===== src/rtl/tm1638_responder.sv =====
// TM1638 slave emulator: decodes host command/address/data frames into a
// 16-byte display RAM and display-control state, and serves 32-bit key scans.
module tm1638_responder #(
  parameter int sync_stages = 2
) (
  input  logic         clk,
  input  logic         rst,
  input  logic         sio_stb,
  input  logic         sio_clk,
  input  logic         sio_data_in,
  output logic         sio_data_out,
  output logic         sio_data_oe,
  input  logic [7:0]   keys,
  output logic [127:0] ram,
  output logic         display_on,
  output logic [2:0]   brightness,
  output logic         frame_error
);

  localparam int SS = (sync_stages < 2) ? 2 : sync_stages;
  localparam int FW = $clog2(SS + 2) + 1;
  localparam logic [FW-1:0] FLUSH = FW'(SS + 1);

  localparam logic [2:0] S_IDLE   = 3'd0;
  localparam logic [2:0] S_CMD    = 3'd1;
  localparam logic [2:0] S_WRITE  = 3'd2;
  localparam logic [2:0] S_READ   = 3'd3;
  localparam logic [2:0] S_IGNORE = 3'd4;

  logic [SS-1:0] r_stb_s, r_clk_s, r_dat_s;
  logic          r_stb_d, r_clk_d;
  logic [FW-1:0] r_flush;
  logic [2:0]    r_state;
  logic [2:0]    r_bitcnt;
  logic [7:0]    r_shift;
  logic [3:0]    r_ptr;
  logic          r_fixed;
  logic          r_wr_pend;
  logic [7:0]    r_wr_byte;
  logic [127:0]  r_ram;
  logic          r_disp_on;
  logic [2:0]    r_bright;
  logic          r_ferr;
  logic [31:0]   r_keyw;
  logic [4:0]    r_ridx;
  logic          r_oe;
  logic          r_rd_done;

  logic        w_stb, w_clk, w_dat, w_live;
  logic        w_stb_fall, w_stb_rise, w_clk_rise, w_clk_fall;
  logic        w_shifting, w_done;
  logic [7:0]  w_byte;
  logic [31:0] w_keyw;

  always_ff @(posedge clk) begin
    if (!rst) begin
      r_stb_s <= '1;
      r_clk_s <= '1;
      r_dat_s <= '1;
    end else begin
      r_stb_s <= {r_stb_s[SS-2:0], sio_stb};
      r_clk_s <= {r_clk_s[SS-2:0], sio_clk};
      r_dat_s <= {r_dat_s[SS-2:0], sio_data_in};
    end
  end

  assign w_stb = r_stb_s[SS-1];
  assign w_clk = r_clk_s[SS-1];
  assign w_dat = r_dat_s[SS-1];

  // Edges are masked until the reset-loaded 1s have flushed out, so a strobe
  // already low at reset release is not mistaken for a frame start.
  assign w_live     = (r_flush == FLUSH);
  assign w_stb_fall = w_live & r_stb_d & ~w_stb;
  assign w_stb_rise = w_live & ~r_stb_d & w_stb;
  assign w_clk_rise = w_live & ~r_clk_d & w_clk & ~w_stb_fall;
  assign w_clk_fall = w_live & r_clk_d & ~w_clk & ~w_stb_fall;

  assign w_byte     = {w_dat, r_shift[7:1]};
  assign w_shifting = w_clk_rise &
                      ((r_state == S_CMD) | (r_state == S_WRITE) | (r_state == S_IGNORE));
  assign w_done     = w_shifting & (r_bitcnt == 3'd7);

  always_comb begin
    w_keyw = '0;
    for (int i = 0; i < 4; i++) begin
      w_keyw[8*i]     = keys[i];
      w_keyw[8*i + 4] = keys[i + 4];
    end
  end

  always_ff @(posedge clk) begin
    if (!rst) begin
      r_stb_d   <= 1'b1;
      r_clk_d   <= 1'b1;
      r_flush   <= '0;
      r_state   <= S_IDLE;
      r_bitcnt  <= '0;
      r_shift   <= '0;
      r_ptr     <= '0;
      r_fixed   <= 1'b0;
      r_wr_pend <= 1'b0;
      r_wr_byte <= '0;
      r_ram     <= '0;
      r_disp_on <= 1'b0;
      r_bright  <= '0;
      r_ferr    <= 1'b0;
      r_keyw    <= '0;
      r_ridx    <= '0;
      r_oe      <= 1'b0;
      r_rd_done <= 1'b0;
    end else begin
      r_stb_d   <= w_stb;
      r_clk_d   <= w_clk;
      if (!w_live) r_flush <= r_flush + 1'b1;
      r_ferr    <= 1'b0;
      r_wr_pend <= 1'b0;

      if (r_wr_pend) begin
        r_ram[{r_ptr, 3'b000} +: 8] <= r_wr_byte;
        if (!r_fixed) r_ptr <= r_ptr + 4'd1;
      end

      if (w_stb_rise) begin
        r_state   <= S_IDLE;
        r_bitcnt  <= '0;
        r_oe      <= 1'b0;
        r_ridx    <= '0;
        r_rd_done <= 1'b0;
        if (r_bitcnt != 3'd0) r_ferr <= 1'b1;
      end else if (w_stb_fall) begin
        r_state   <= S_CMD;
        r_bitcnt  <= '0;
        r_oe      <= 1'b0;
        r_ridx    <= '0;
        r_rd_done <= 1'b0;
      end else begin
        if (w_shifting) begin
          r_shift  <= w_byte;
          r_bitcnt <= r_bitcnt + 3'd1;
        end
        if (w_done) begin
          case (r_state)
            S_CMD: begin
              case (w_byte[7:6])
                2'b01: begin
                  r_fixed <= w_byte[2];
                  if (w_byte[1:0] == 2'b10) begin
                    r_state <= S_READ;
                    r_keyw  <= w_keyw;
                  end else begin
                    r_state <= S_IGNORE;
                  end
                end
                2'b11: begin
                  r_ptr   <= w_byte[3:0];
                  r_state <= S_WRITE;
                end
                2'b10: begin
                  r_disp_on <= w_byte[3];
                  r_bright  <= w_byte[2:0];
                  r_state   <= S_IGNORE;
                end
                default: begin
                  r_ferr  <= 1'b1;
                  r_state <= S_IGNORE;
                end
              endcase
            end
            S_WRITE: begin
              r_wr_pend <= 1'b1;
              r_wr_byte <= w_byte;
            end
            default: ;
          endcase
        end
        // First fall enables the driver at bit 0; the fall after bit 31 releases it.
        if (w_clk_fall && (r_state == S_READ)) begin
          if (!r_oe && !r_rd_done) begin
            r_oe   <= 1'b1;
            r_ridx <= '0;
          end else if (r_oe) begin
            if (r_ridx == 5'd31) begin
              r_oe      <= 1'b0;
              r_rd_done <= 1'b1;
            end else begin
              r_ridx <= r_ridx + 5'd1;
            end
          end
        end
      end
    end
  end

  assign sio_data_oe  = r_oe;
  assign sio_data_out = r_oe ? r_keyw[r_ridx] : 1'b1;
  assign ram          = r_ram;
  assign display_on   = r_disp_on;
  assign brightness   = r_bright;
  assign frame_error  = r_ferr;

endmodule

===== config.mk =====
export PLATFORM = sky130hd
export DESIGN_NAME = tm1638_responder
export DESIGN_NICKNAME = d
export VERILOG_FILES = /design/src/rtl/tm1638_responder.sv
export SDC_FILE = /design/constraint.sdc
export NUM_CORES = 1
export LEC_CHECK = 0
export ABC_AREA = 1
export BUFFER_PORTS_ARGS = -buffer_cell sky130_fd_sc_hd__buf_2
export CAP_MARGIN = 20
export CORE_UTILIZATION = 35
export CTS_CLUSTER_SIZE = 28
export DETAILED_ROUTE_END_ITERATION = 8
export PLACE_DENSITY = 0.59
export SLEW_MARGIN = 10
export SYNTH_ARGS = -nofsm -noshare
export SYNTH_HDL_FRONTEND = slang
export SYNTH_SLANG_ARGS = --single-unit

===== constraint.sdc =====
create_clock -name clk -period 2.05 [get_ports clk]
set_clock_uncertainty 0.15 [all_clocks]
set_input_delay 0.615 -clock clk [delete_from_list [all_inputs] [get_ports clk]]
set_output_delay 0.615 -clock clk [all_outputs]
set_load 0.01 [all_outputs]

== After elaboration in Yosys (flattened, before gate mapping) ==
Cells that the tools add are included.

* Reductions and logical operators: 21
* Divide/modulo/power cells: 0
* Bitwise gates (word level): 23
* Shift operators: 2
* Multipliers: 0
* Add/subtract/negate cells: 5
* Muxes and demuxes: 29
* Magnitude comparators: 1
* Equal/unequal tests: 12

{| class="wikitable"
|+ Operators with widths
! operator !! count
|-
| 128-bit bitwise mux || 1
|-
| 8-bit by 9-bit variable shift with 128-bit output (first input constant) || 1
|-
| 8-bit by 9-bit variable part select with 128-bit output || 1
|-
| 4-bit 2-to-1 mux || 7
|-
| 1-bit 2-to-1 mux || 15
|-
| 5-bit 2-to-1 mux || 3
|-
| 1-bit AND || 12
|-
| 5-bit AND reduction || 2
|-
| 3-bit by 2-bit == test with 1-bit output (second input constant) || 3
|-
| 7-bit negator with 9-bit output || 1
|-
| 1-bit inverter || 9
|-
| 4-bit AND reduction || 2
|-
| 3-bit by 1-bit adder with 3-bit output (second input constant) || 2
|-
| 2-bit == test (second input constant) || 3
|-
| 3-bit == test (second input constant) || 2
|-
| 5-bit by 6-bit less-than comparator with 1-bit output (second input constant) || 1
|-
| 3-bit one-hot mux with 2 select lines || 1
|-
| 3-bit AND reduction || 2
|-
| 6-bit AND reduction || 1
|-
| 2-bit nonzero test || 3
|-
| 3-bit OR reduction || 2
|-
| 5-bit by 1-bit adder with 5-bit output (second input constant) || 1
|-
| 1-bit binary-select mux with 5-bit select || 1
|-
| 5-bit == test (second input constant) || 1
|-
| 12 further kinds || 16
|}

* Bits in writable memories: 0
* Bits of input ports: 13
* Word-level logic and storage cells: 115
* Memories: 0
* Bits in registers: 187
* ROM bits: 0
* Latch bits: 0

== Longest topological paths before layout ==
Gate-level depths: netlist of run 1.

* Depth after elaboration: 10
* Depth in mapped cells: 13
* Depth with buffers taken out: 11

== Least setup slack after synthesis of run 1 ==
Ideal clock, no wire load.

* Path type: register to register
* Start point: reg r_ptr[0]
* End point: reg r_ram[101], in the netlist ram[101]
* Setup slack: -0.044 ns
* Library setup time: 0.116 ns
* Stages on the path, launching flop included: 12
* Data arrival time: 1.828 ns
* Required time: 1.784 ns
* Cells stage by stage: dfxtp_1 buf_2 inv_2 ha_1 clkinv_1 nand3_1 nor2_1 inv_1 nor2_1 inv_2 nor2_1 nor2_1

* Cells in the longest elaborated chain, start to end: 3

{| class="wikitable"
|+ Ends and longest elaborated chain
! what !! line !! text
|-
| start: declaration || 36 || <nowiki>logic [3:0] r_ptr;</nowiki>
|-
| start signal: assignment || 121 || <nowiki>if (!r_fixed) r_ptr <= r_ptr + 4'd1;</nowiki>
|-
| start signal: assignment || 156 || <nowiki>r_ptr <= w_byte[3:0];</nowiki>
|-
| 7-bit negator with 9-bit output * || 120 || <nowiki>r_ram[{r_ptr, 3'b000} +: 8] <= r_wr_byte;</nowiki>
|-
| 8-bit by 9-bit variable part select with 128-bit output / 8-bit by 9-bit variable shift with 128-bit output (equally long branches) || 120 ||
|-
| 128-bit bitwise mux * || 120 ||
|-
| end signal: indexed assignment || 120 ||
|-
| end: declaration || 40 || <nowiki>logic [127:0] r_ram;</nowiki>
|}

Every way passes the cells marked *; elsewhere a longest branch is shown, timed or not.
A chain may end at the register's enable or synchronous reset.

== Worst setup path in the final report of run 1 ==
* Start point: reg r_ridx[2]
* End point: out sio_data_out

* Cells in the longest elaborated chain, start to end: 3

{| class="wikitable"
|+ Ends and longest elaborated chain
! what !! line !! text
|-
| start: declaration || 45 || <nowiki>logic [4:0] r_ridx;</nowiki>
|-
| start signal: assignment || 187 || <nowiki>r_ridx <= r_ridx + 5'd1;</nowiki>
|-
| 1-bit binary-select mux with 5-bit select || 196 || <nowiki>assign sio_data_out = r_oe ? r_keyw[r_ridx] : 1'b1;</nowiki>
|-
| 1-bit 2-to-1 mux (not written as such) || 196 ||
|-
| 1-bit 2-to-1 mux || 196 ||
|-
| end: declaration || 11 || <nowiki>output logic sio_data_out,</nowiki>
|}

Every way passes these cells. The select of a mux whose other input is x is not followed.

==> flow_summary.html, run 1 <==
<table>
<tr><th>Metric</th><th>Value</th></tr>
<tr><th colspan="2">Final layout</th></tr>
<tr><td>Diode count</td><td>0</td></tr>
<tr><td>Most used cells in the layout excluding fill and tap cells</td><td>245 x sky130_fd_sc_hd__nor2_1, 183 x sky130_fd_sc_hd__dfxtp_1, 153 x sky130_fd_sc_hd__nand2_1, 147 x sky130_fd_sc_hd__buf_2, 94 x sky130_fd_sc_hd__o21ai_0</td></tr>
<tr><td>Fin cells</td><td>1443</td></tr>
<tr><td>Count of nets after finishing</td><td>1185</td></tr>
<tr><td>Number of fillers in the final layout</td><td>2187</td></tr>
<tr><td>Share of cells above drive strength 1</td><td>24.3%</td></tr>
<tr><td>Fin util</td><td>45.8%</td></tr>
<tr><td>Commonest non-fill, non-tap cell in the layout</td><td>sky130_fd_sc_hd__nor2_1</td></tr>
<tr><td>Area added between synthesis and finish</td><td>27.0%</td></tr>
<tr><th colspan="2">Synth</th></tr>
<tr><td>Avg Cell Area, Syn</td><td>7.50 um2</td></tr>
<tr><td>Number of nets produced by synthesis</td><td>1010</td></tr>
<tr><td>Flop and latch count out of synthesis</td><td>186</td></tr>
<tr><td>Count of synthesis-stage warnings from yosys</td><td>0</td></tr>
<tr><td>Post-Synthesis Cells</td><td>986</td></tr>
<tr><td>Post-Synthesis Cell Area</td><td>7400 um2</td></tr>
<tr><td>Number of library cell types mapped by synthesis</td><td>34</td></tr>
<tr><td>Register area share after synthesis</td><td>50.3%</td></tr>
<tr><th colspan="2">Timing</th></tr>
<tr><td>Setup-violating endpoint count in the final report</td><td>1</td></tr>
<tr><td>Max transition margin</td><td>71.1%</td></tr>
<tr><td>Worst Hold Margin</td><td>0.217 ns</td></tr>
<tr><td>Transition time at the pin with the least slew margin</td><td>0.432 ns</td></tr>
<tr><td>Final hold violations</td><td>0</td></tr>
<tr><td>FMAX</td><td>447 MHz</td></tr>
<tr><td>Final period util</td><td>109%</td></tr>
<tr><td>Shortest clock period the worst path allows after layout</td><td>2.23 ns</td></tr>
<tr><td>Min setup slack post-route</td><td>-0.185 ns</td></tr>
<tr><td>Final number of max-transition violations</td><td>0</td></tr>
<tr><td>Unrepaired setup endpoints after global routing</td><td>true</td></tr>
<tr><th colspan="2">Worst setup path</th></tr>
<tr><td>Cell family with most CP delay</td><td>compound AO/OA/AOI/OAI gates</td></tr>
<tr><td>Cell mode on critical path</td><td>sky130_fd_sc_hd__o21ai_1</td></tr>
<tr><td>Worst EP required</td><td>1.28 ns</td></tr>
<tr><td>Cell breakdown of the critical path</td><td>o21ai_1, o211ai_1, nand3b_1, o21ai_1, buf_2</td></tr>
<tr><td>Slowest cell delay on critical path</td><td>0.39 ns</td></tr>
<tr><td>Cell with the largest stage delay on the worst path</td><td>sky130_fd_sc_hd__dfxtp_4</td></tr>
<tr><td>Crit path arrival time</td><td>1.47 ns</td></tr>
<tr><td>Highest fanout seen on the critical path</td><td>6</td></tr>
<tr><td>Crit path buf inv count</td><td>1</td></tr>
<tr><td>Setup crit end kind</td><td>primary output</td></tr>
<tr><td>Startpoint kind of the worst setup timing path</td><td>flip-flop</td></tr>
<tr><td>Setup CP Type</td><td>flip-flop to primary output</td></tr>
<tr><th colspan="2">Placement</th></tr>
<tr><td>Placer's final routability congestion estimate</td><td>0.805</td></tr>
<tr><td>Total placed cells including tap cells</td><td>1407</td></tr>
<tr><td>Detailed placement HPWL</td><td>14700 um</td></tr>
<tr><td>Buffers on Ports</td><td>147</td></tr>
<tr><th colspan="2">Route</th></tr>
<tr><td>Routed length per instance</td><td>14.0 um</td></tr>
<tr><td>Via density per instance</td><td>4.76</td></tr>
<tr><td>Remaining design rule violation count</td><td>0</td></tr>
<tr><td>Iter 0 DRT Violations</td><td>396</td></tr>
<tr><td>Via count</td><td>6864</td></tr>
<tr><td>Wire length reported by the detailed router</td><td>20100 um</td></tr>
<tr><td>Number of nets with antenna violations after detailed routing</td><td>0</td></tr>
<tr><td>TritonRoute pass-1 iters</td><td>5</td></tr>
<tr><th colspan="2">Worst hold path</th></tr>
<tr><td>Worst hold path class</td><td>input pin to flip-flop</td></tr>
<tr><th colspan="2">Clock network</th></tr>
<tr><td>H-tree depth reported by CTS</td><td>4</td></tr>
<tr><td>Hold-fix buffers at CTS</td><td>0</td></tr>
<tr><td>Deepest clock path buffer count</td><td>2</td></tr>
<tr><td>CTS sink count</td><td>186</td></tr>
<tr><td>Clk Latency, worst-skew pair</td><td>0.43 ns</td></tr>
<tr><td>CTS tree</td><td>built</td></tr>
<tr><td>Root Buffer</td><td>sky130_fd_sc_hd__clkbuf_16</td></tr>
<tr><td>Clock-pin slew of the registers on the worst-case setup and hold paths</td><td>0.07 ns</td></tr>
<tr><td>Clock buffers created by TritonCTS</td><td>17</td></tr>
<tr><th colspan="2">Global route</th></tr>
<tr><td>Global Route met1 Usage</td><td>25.3%</td></tr>
<tr><td>First-pass GRT wire length</td><td>32200 um</td></tr>
<tr><td>Total global routing overflow</td><td>0</td></tr>
<tr><td>Total routing resource utilization after global routing</td><td>18.9%</td></tr>
<tr><td>Via count of the first global-routing pass</td><td>6176</td></tr>
<tr><td>Pin count of the biggest net entering global routing</td><td>68</td></tr>
<tr><td>Met3 usage in global routing</td><td>4.38%</td></tr>
<tr><td>GRT Max-Usage Layer</td><td>met2</td></tr>
<tr><td>Met2 global-route usage</td><td>30.8%</td></tr>
<tr><td>Initial antenna violation count</td><td>0</td></tr>
<tr><th colspan="2">Floorplanning</th></tr>
<tr><td># IOs</td><td>148</td></tr>
<tr><td>Die outline area</td><td>21700 um2</td></tr>
<tr><td>Core Area</td><td>20500 um2</td></tr>
<tr><td>Initial core utilization</td><td>36.1%</td></tr>
<tr><td>Width of the die</td><td>147 um</td></tr>
<tr><td>Number of rows created at floorplan</td><td>52</td></tr>
<tr><td>Die boundary height</td><td>147 um</td></tr>
<tr><th colspan="2">Power</th></tr>
<tr><td>Power density over the cells</td><td>761 nW/um2</td></tr>
<tr><td>Worst IR drop on VDD</td><td>0.641 mV</td></tr>
<tr><td>Leakage power</td><td>4.22 nW</td></tr>
<tr><th colspan="2">Outcome</th></tr>
<tr><td>Violations in the final reports</td><td>setup timing</td></tr>
<tr><td>Outcome</td><td>finished with violations</td></tr>
<tr><th colspan="2">Flow run</th></tr>
<tr><td>Number of violations of the max-capacitance limit</td><td>0</td></tr>
</table>
==> logic make-up after synthesis <==
family                   share of synthesized area [%]
AO/OA/AOI/OAI                                     13.6
buffers and inverters                             5.24
flip-flops                                        50.3
AND/OR/NAND/NOR                                   28.2
XOR/XNOR                                         0.694
adder cells (fa/ha/maj)                           1.86
==> stage by stage <==
stage / area (um2) / setup TNS, ns / setup slack (ns) / power [mW]
2_1_floorplan: 7410 / -0.0748 / -0.00935 / 3.86
3_3_place_gp: 8650 / 0 / 0.00363 / 3.92
3_5_place_dp: 8650 / -0.174 / -0.0433 / 3.92
4_1_cts: 9290 / -0.210 / -0.210 / 7.24
5_1_grt: 9390 / -0.420 / -0.310 / 7.42
6_report: 9390 / -0.185 / -0.185 / 7.15
==> worst register-to-register path: stages (launching register included) <==
cell                      delay (ns)
sky130_fd_sc_hd__dfxtp_1        0.34
sky130_fd_sc_hd__inv_1          0.11
sky130_fd_sc_hd__buf_4          0.16
sky130_fd_sc_hd__nand4_1        0.15
sky130_fd_sc_hd__nand2_2        0.19
sky130_fd_sc_hd__nand2_1        0.21
sky130_fd_sc_hd__inv_2          0.11
sky130_fd_sc_hd__buf_4          0.21
sky130_fd_sc_hd__nand3_1        0.11
sky130_fd_sc_hd__a21oi_1        0.14
==> registers in the layout, indices dropped and copies added (netlist names), 2 cells and up <==
register	flops
r_state	3
r_ptr	4
r_wr_byte	8
r_stb_s	2
r_clk_s	2
ram	128
r_ridx	5
r_dat_s	2
r_flush	3
r_keyw	8
r_shift	7
brightness	3
r_bitcnt	3
==> what timing repair did <==
item / in CTS / in global routing
gates resized for setup: 14 / 20
setup endpoints to repair: 23 / 140
setup buffers: 3 / 2
pin swaps: 4 / 1
==> cells in the mapped netlist, drive strengths merged <==
cell type  number  area [um2]
nand2         168         663
nand4          27         175
ha             11         138
nor2          256         988
clkbuf         23        86.3
clkinv          3        13.8
o21ai          97         485
dfxtp         186        3720
xnor2           1        8.76
o211a           1        10.0
nor3           19         126
xor2            4        42.6
o21bai         14         105
nand3          16        85.1
a21oi          80         400
inv            60         225
buf            11        62.6
o211ai          1        7.51
nand3b          1        7.51
or2             7        43.8
==> area by class of cell <==
cell class | count | area, um2 | area share, %
clock buffers | 19 | 453 | 4.82
clock inverters | 12 | 139 | 1.48
inverters | 63 | 244 | 2.60
multi-input cells | 703 | 3400 | 36.2
flip-flops and latches | 186 | 3730 | 39.7
well taps | 270 | 338 | 3.60
repair buffers | 190 | 1090 | 11.6
==> power by group <==
| group | internal (mW) | switching, mW | total, mW |
|---|---|---|---|
| Sequential | 3.64 | 0.0144 | 3.65 |
| Combinational | 0.0726 | 0.117 | 0.190 |
| Clock | 1.87 | 1.44 | 3.31 |
| Total | 5.58 | 1.57 | 7.15 |
==> per-layer routing <==
layer	wire length, um	part of all wire (%)
met4	145	0.72
met5	0	0
met2	9500	47
met1	9350	46
met3	1160	5.7
==> worst paths after layout <==
kind               startpoint      endpoint  slack, ns  depth (start not counted)
setup / recovery    r_ridx[2]  sio_data_out      -0.18                          5
hold / removal    sio_data_in    r_dat_s[0]       0.22                          2
setup reg to reg     r_ptr[1]       ram[87]       0.10                          9
hold reg to reg    r_stb_s[0]    r_stb_s[1]       0.26                          1
Note: power is estimated with default switching activity, not from simulation.
==> inputs of run 2 (changes only) <==
ABC_AREA = default   (was 1)
==> flow_summary.html, run 2 <==
<table>
<tr><th>Metric</th><th>Value</th></tr>
<tr><th colspan="2">Global route</th></tr>
<tr><td>Met3 usage in global routing</td><td>4.47% (+0.086 points)</td></tr>
<tr><td>Total global routing overflow</td><td>0 (unchanged)</td></tr>
<tr><td>First-pass GRT wire length</td><td>29300 um (-8.7%)</td></tr>
<tr><td>Initial antenna violation count</td><td>0 (unchanged)</td></tr>
<tr><td>Met2 global-route usage</td><td>27.2% (-3.6 points)</td></tr>
<tr><td>Via count of the first global-routing pass</td><td>5485 (-11%)</td></tr>
<tr><td>Global Route met1 Usage</td><td>22.9% (-2.4 points)</td></tr>
<tr><td>Total routing resource utilization after global routing</td><td>17.2% (-1.7 points)</td></tr>
<tr><td>GRT Max-Usage Layer</td><td>met2</td></tr>
<tr><td>Pin count of the biggest net entering global routing</td><td>41 (-40%)</td></tr>
<tr><th colspan="2">Route</th></tr>
<tr><td>Via count</td><td>5793 (-16%)</td></tr>
<tr><td>TritonRoute pass-1 iters</td><td>4 (-1)</td></tr>
<tr><td>Routed length per instance</td><td>15.0 um (+7.1%)</td></tr>
<tr><td>Iter 0 DRT Violations</td><td>198 (-50%)</td></tr>
<tr><td>Via density per instance</td><td>4.74 (-0.34%)</td></tr>
<tr><td>Number of nets with antenna violations after detailed routing</td><td>0 (unchanged)</td></tr>
<tr><td>Remaining design rule violation count</td><td>0 (unchanged)</td></tr>
<tr><td>Wire length reported by the detailed router</td><td>18300 um (-9.3%)</td></tr>
<tr><th colspan="2">Synth</th></tr>
<tr><td>Post-Synthesis Cells</td><td>752 (-24%)</td></tr>
<tr><td>Most common library cells after synthesis</td><td>186 x sky130_fd_sc_hd__dfxtp_1, 159 x sky130_fd_sc_hd__nand2_1, 145 x sky130_fd_sc_hd__mux2i_1</td></tr>
<tr><td>Post-synth EDFFs</td><td>0 (unchanged)</td></tr>
<tr><td>Cell type with the highest aggregate area in the netlist</td><td>sky130_fd_sc_hd__dfxtp_1</td></tr>
<tr><td>Avg Cell Area, Syn</td><td>9.73 um2 (+30%)</td></tr>
<tr><td>Register area share after synthesis</td><td>50.9% (+0.56 points)</td></tr>
<tr><td>Number of library cell types mapped by synthesis</td><td>46 (+35%)</td></tr>
<tr><td>Share of synthesized flip-flops with an asynchronous set or reset</td><td>0% (unchanged)</td></tr>
<tr><td>Post-Synthesis Cell Area</td><td>7320 um2 (-1.1%)</td></tr>
<tr><td>Flop and latch count out of synthesis</td><td>186 (unchanged)</td></tr>
<tr><td>Number of nets produced by synthesis</td><td>776 (-23%)</td></tr>
<tr><td>Leading register cell type out of synthesis</td><td>sky130_fd_sc_hd__dfxtp_1</td></tr>
<tr><td>Share of the synthesized area in the top cell type</td><td>50.9% (+0.56 points)</td></tr>
<tr><td>Most frequent cell after synthesis</td><td>sky130_fd_sc_hd__dfxtp_1</td></tr>
<tr><td>Area contributors post-synth</td><td>sky130_fd_sc_hd__dfxtp_1 51%, sky130_fd_sc_hd__mux2i_1 20%, sky130_fd_sc_hd__nand2_1 8.2%</td></tr>
<tr><td>Count of synthesis-stage warnings from yosys</td><td>0 (unchanged)</td></tr>
<tr><th colspan="2">Worst setup path</th></tr>
<tr><td>Startpoint kind of the worst setup timing path</td><td>flip-flop</td></tr>
<tr><td>Worst EP required</td><td>1.28 ns (about the same)</td></tr>
<tr><td>Worst reg2reg path startpoint</td><td>r_flush[1]</td></tr>
<tr><td>Setup slack, reg-to-reg</td><td>-0.03 ns (-0.13 ns)</td></tr>
<tr><td>Reg-to-Reg End</td><td>r_ridx[0]</td></tr>
<tr><td>Setup crit end kind</td><td>primary output</td></tr>
<tr><td>Setup CP Type</td><td>flip-flop to primary output</td></tr>
<tr><td>Crit path arrival time</td><td>1.66 ns (+0.19 ns)</td></tr>
<tr><td>Worst Reg2Reg Path Length in Cells</td><td>6 (-3)</td></tr>
<tr><td>Highest fanout seen on the critical path</td><td>3 (-3)</td></tr>
<tr><th colspan="2">Power</th></tr>
<tr><td>Leakage power</td><td>4.43 nW (+5.1%)</td></tr>
<tr><td>Part of the power in the clock network</td><td>45.9% (-0.4 points)</td></tr>
<tr><td>Combinational share of power</td><td>2.9% (+0.2 points)</td></tr>
<tr><td>PnR Total Power</td><td>7.14 mW (-0.17%)</td></tr>
<tr><td>Cell internal power dissipation</td><td>5.37 mW (-3.7%)</td></tr>
<tr><td>Power density over the cells</td><td>748 nW/um2 (-1.6%)</td></tr>
<tr><td>Switching portion of total power</td><td>24.7% (+2.7 points)</td></tr>
<tr><td>Sw power</td><td>1.77 mW (+12%)</td></tr>
<tr><td>Worst IR drop on VDD</td><td>0.584 mV (-9.0%)</td></tr>
<tr><td>Share of power burned in registers</td><td>51.2% (about the same)</td></tr>
<tr><th colspan="2">Timing</th></tr>
<tr><td>Final number of max-transition violations</td><td>0 (unchanged)</td></tr>
<tr><td>Max transition margin</td><td>63.6% (-7.5 points)</td></tr>
<tr><td>Final period util</td><td>119% (+9.5 points)</td></tr>
<tr><td>Unrepaired setup endpoints after global routing</td><td>true</td></tr>
<tr><td>Setup-violating endpoint count in the final report</td><td>2 (+1)</td></tr>
<tr><td>Transition time at the pin with the least slew margin</td><td>0.544 ns (+0.111 ns)</td></tr>
<tr><td>Min setup slack post-route</td><td>-0.379 ns (-0.194 ns)</td></tr>
<tr><td>FMAX</td><td>412 MHz (-8.0%)</td></tr>
<tr><td>Worst Hold Margin</td><td>0.220 ns (+0.00336 ns)</td></tr>
<tr><td>Shortest clock period the worst path allows after layout</td><td>2.43 ns (+0.194 ns)</td></tr>
<tr><td>Final hold violations</td><td>0 (unchanged)</td></tr>
<tr><td>Setup Total Neg Slack</td><td>-0.410 ns (-0.225 ns)</td></tr>
<tr><th colspan="2">Clock network</th></tr>
<tr><td>Clk Latency, worst-skew pair</td><td>0.43 ns (about the same)</td></tr>
<tr><td>CTS tree</td><td>built</td></tr>
<tr><td>CTS sink count</td><td>186 (unchanged)</td></tr>
<tr><td>Deepest clock path buffer count</td><td>2 (unchanged)</td></tr>
<tr><td>Hold-fix buffers at CTS</td><td>0 (unchanged)</td></tr>
<tr><td>Clock-pin slew of the registers on the worst-case setup and hold paths</td><td>0.07 ns (about the same)</td></tr>
<tr><td>Clock buffers created by TritonCTS</td><td>17 (unchanged)</td></tr>
<tr><td>Root Buffer</td><td>sky130_fd_sc_hd__clkbuf_16</td></tr>
<tr><td>H-tree depth reported by CTS</td><td>4 (unchanged)</td></tr>
<tr><th colspan="2">Final layout</th></tr>
<tr><td>Share of cells above drive strength 1</td><td>29.1% (+4.8 points)</td></tr>
<tr><td>Fin cells</td><td>1222 (-15%)</td></tr>
<tr><td>Most used cells in the layout excluding fill and tap cells</td><td>183 x sky130_fd_sc_hd__dfxtp_1, 159 x sky130_fd_sc_hd__nand2_1, 146 x sky130_fd_sc_hd__buf_2, 145 x sky130_fd_sc_hd__mux2i_1, 53 x sky130_fd_sc_hd__buf_4</td></tr>
<tr><td>Diode count</td><td>0 (unchanged)</td></tr>
<tr><td>Count of nets after finishing</td><td>963 (-19%)</td></tr>
<tr><td>Commonest non-fill, non-tap cell in the layout</td><td>sky130_fd_sc_hd__dfxtp_1</td></tr>
<tr><td>Post-route cell area</td><td>9540 um2 (+1.5%)</td></tr>
<tr><td>Max reg flops</td><td>128 (unchanged)</td></tr>
<tr><td>Fin util</td><td>46.8% (+0.99 points)</td></tr>
<tr><td>Area added between synthesis and finish</td><td>30.3%</td></tr>
<tr><th colspan="2">Floorplanning</th></tr>
<tr><td>Width of the die</td><td>147 um (-0.54%)</td></tr>
<tr><td>Die boundary height</td><td>147 um (-0.54%)</td></tr>
<tr><td>Initial core utilization</td><td>35.9% (-0.17 points)</td></tr>
<tr><td>Number of rows created at floorplan</td><td>52 (unchanged)</td></tr>
<tr><td>Core Area</td><td>20400 um2 (-0.64%)</td></tr>
<tr><td># IOs</td><td>148 (unchanged)</td></tr>
<tr><td>Die outline area</td><td>21500 um2 (-1.1%)</td></tr>
<tr><th colspan="2">Outcome</th></tr>
<tr><td>Violations in the final reports</td><td>setup timing</td></tr>
<tr><td>Outcome</td><td>finished with violations</td></tr>
<tr><th colspan="2">Worst hold path</th></tr>
<tr><td>Worst hold path class</td><td>input pin to flip-flop</td></tr>
<tr><td>Endpoint, Worst Hold</td><td>r_clk_s[0]</td></tr>
<tr><td>Origin of the worst min-delay path</td><td>sio_clk</td></tr>
<tr><td>Hold Path Stages</td><td>2 (unchanged)</td></tr>
<tr><th colspan="2">Placement</th></tr>
<tr><td>Post-place setup slack</td><td>-0.112 ns (-0.0691 ns)</td></tr>
<tr><td>Total placed cells including tap cells</td><td>1188 (-16%)</td></tr>
<tr><td>Placer's final routability congestion estimate</td><td>0.792 (-1.7%)</td></tr>
<tr><td>Buffers on Ports</td><td>147 (unchanged)</td></tr>
<tr><td>Detailed placement HPWL</td><td>13100 um (-11%)</td></tr>
<tr><td>Post-place instance area</td><td>8870 um2 (+2.6%)</td></tr>
<tr><th colspan="2">Flow run</th></tr>
<tr><td>Number of violations of the max-capacitance limit</td><td>0 (unchanged)</td></tr>
</table>
[run 2: final cells by class]
type	count	area [um2]
fill	1935	10800
tap	270	338
sequential	186	3730
timing repair buffer	209	1320
inverter	8	30.0
clock inverter	15	169
multi-input combinational	517	3530
clock buffer	17	425
[run 2: worst max path at each step]
stage | start | end | slack (ns) | depth (start not counted)
5_1_grt | r_ridx[2] | sio_data_out | -0.44 | 4
3_3_place_gp | r_ptr[0] | ram[52] | -0.05 | 6
4_1_cts | r_ridx[2] | sio_data_out | -0.41 | 4
2_1_floorplan | r_flush[1] | r_ridx[0] | -0.08 | 8
3_5_place_dp | r_flush[1] | r_ridx[0] | -0.11 | 6
6_report | r_ridx[2] | sio_data_out | -0.38 | 4
[run 2: logic make-up (layout without fill, tap and decap cells)]
kind of cell               Yosys count  after routing  synth area share [%]
xor gates and xnor gates            10             10                  1.20
DFF                                186            186                  50.9
adders and majority gates           11             11                  1.88
muxes                              147            147                  20.5
and+or+nand+nor                    295            295                  18.3
buffers and inverters               49            249                  2.65
AOI/OAI and AO/OA                   54             54                  4.62
[run 2: metal layers]
metal	routed length, um	part of all wire (%)	vias up
li1	-	-	2952
met1	8830	48	2703
met2	8180	45	123
met3	1060	5.8	15
met4	214	1.2	0
met5	0	0	-
[run 2: timing repair]
item | in CTS | in global routing
setup buffers | 1 | 1
endpoints found under the hold margin | 0 | 0
setup endpoints to repair | 12 | 58
pin swaps | 1 | 1
gates resized for setup | 4 | 8
[run 2: critical path: stages (launching register included)]
cell and delay (ns):
sky130_fd_sc_hd__dfxtp_2 0.36, sky130_fd_sc_hd__mux4_2 0.49, sky130_fd_sc_hd__mux2i_1 0.15, sky130_fd_sc_hd__o31ai_1 0.08
sky130_fd_sc_hd__buf_2 0.15
[run 2: power groups by stage]
stage | Sequential [mW] | Combinational (mW) | Clock, mW
floorplan | 3.74 | 0.128 | 0
detailed placement | 3.74 | 0.206 | 0
global placement | 3.74 | 0.201 | 0
global route | 3.65 | 0.229 | 3.51
CTS | 3.65 | 0.207 | 3.36
finish | 3.65 | 0.206 | 3.28
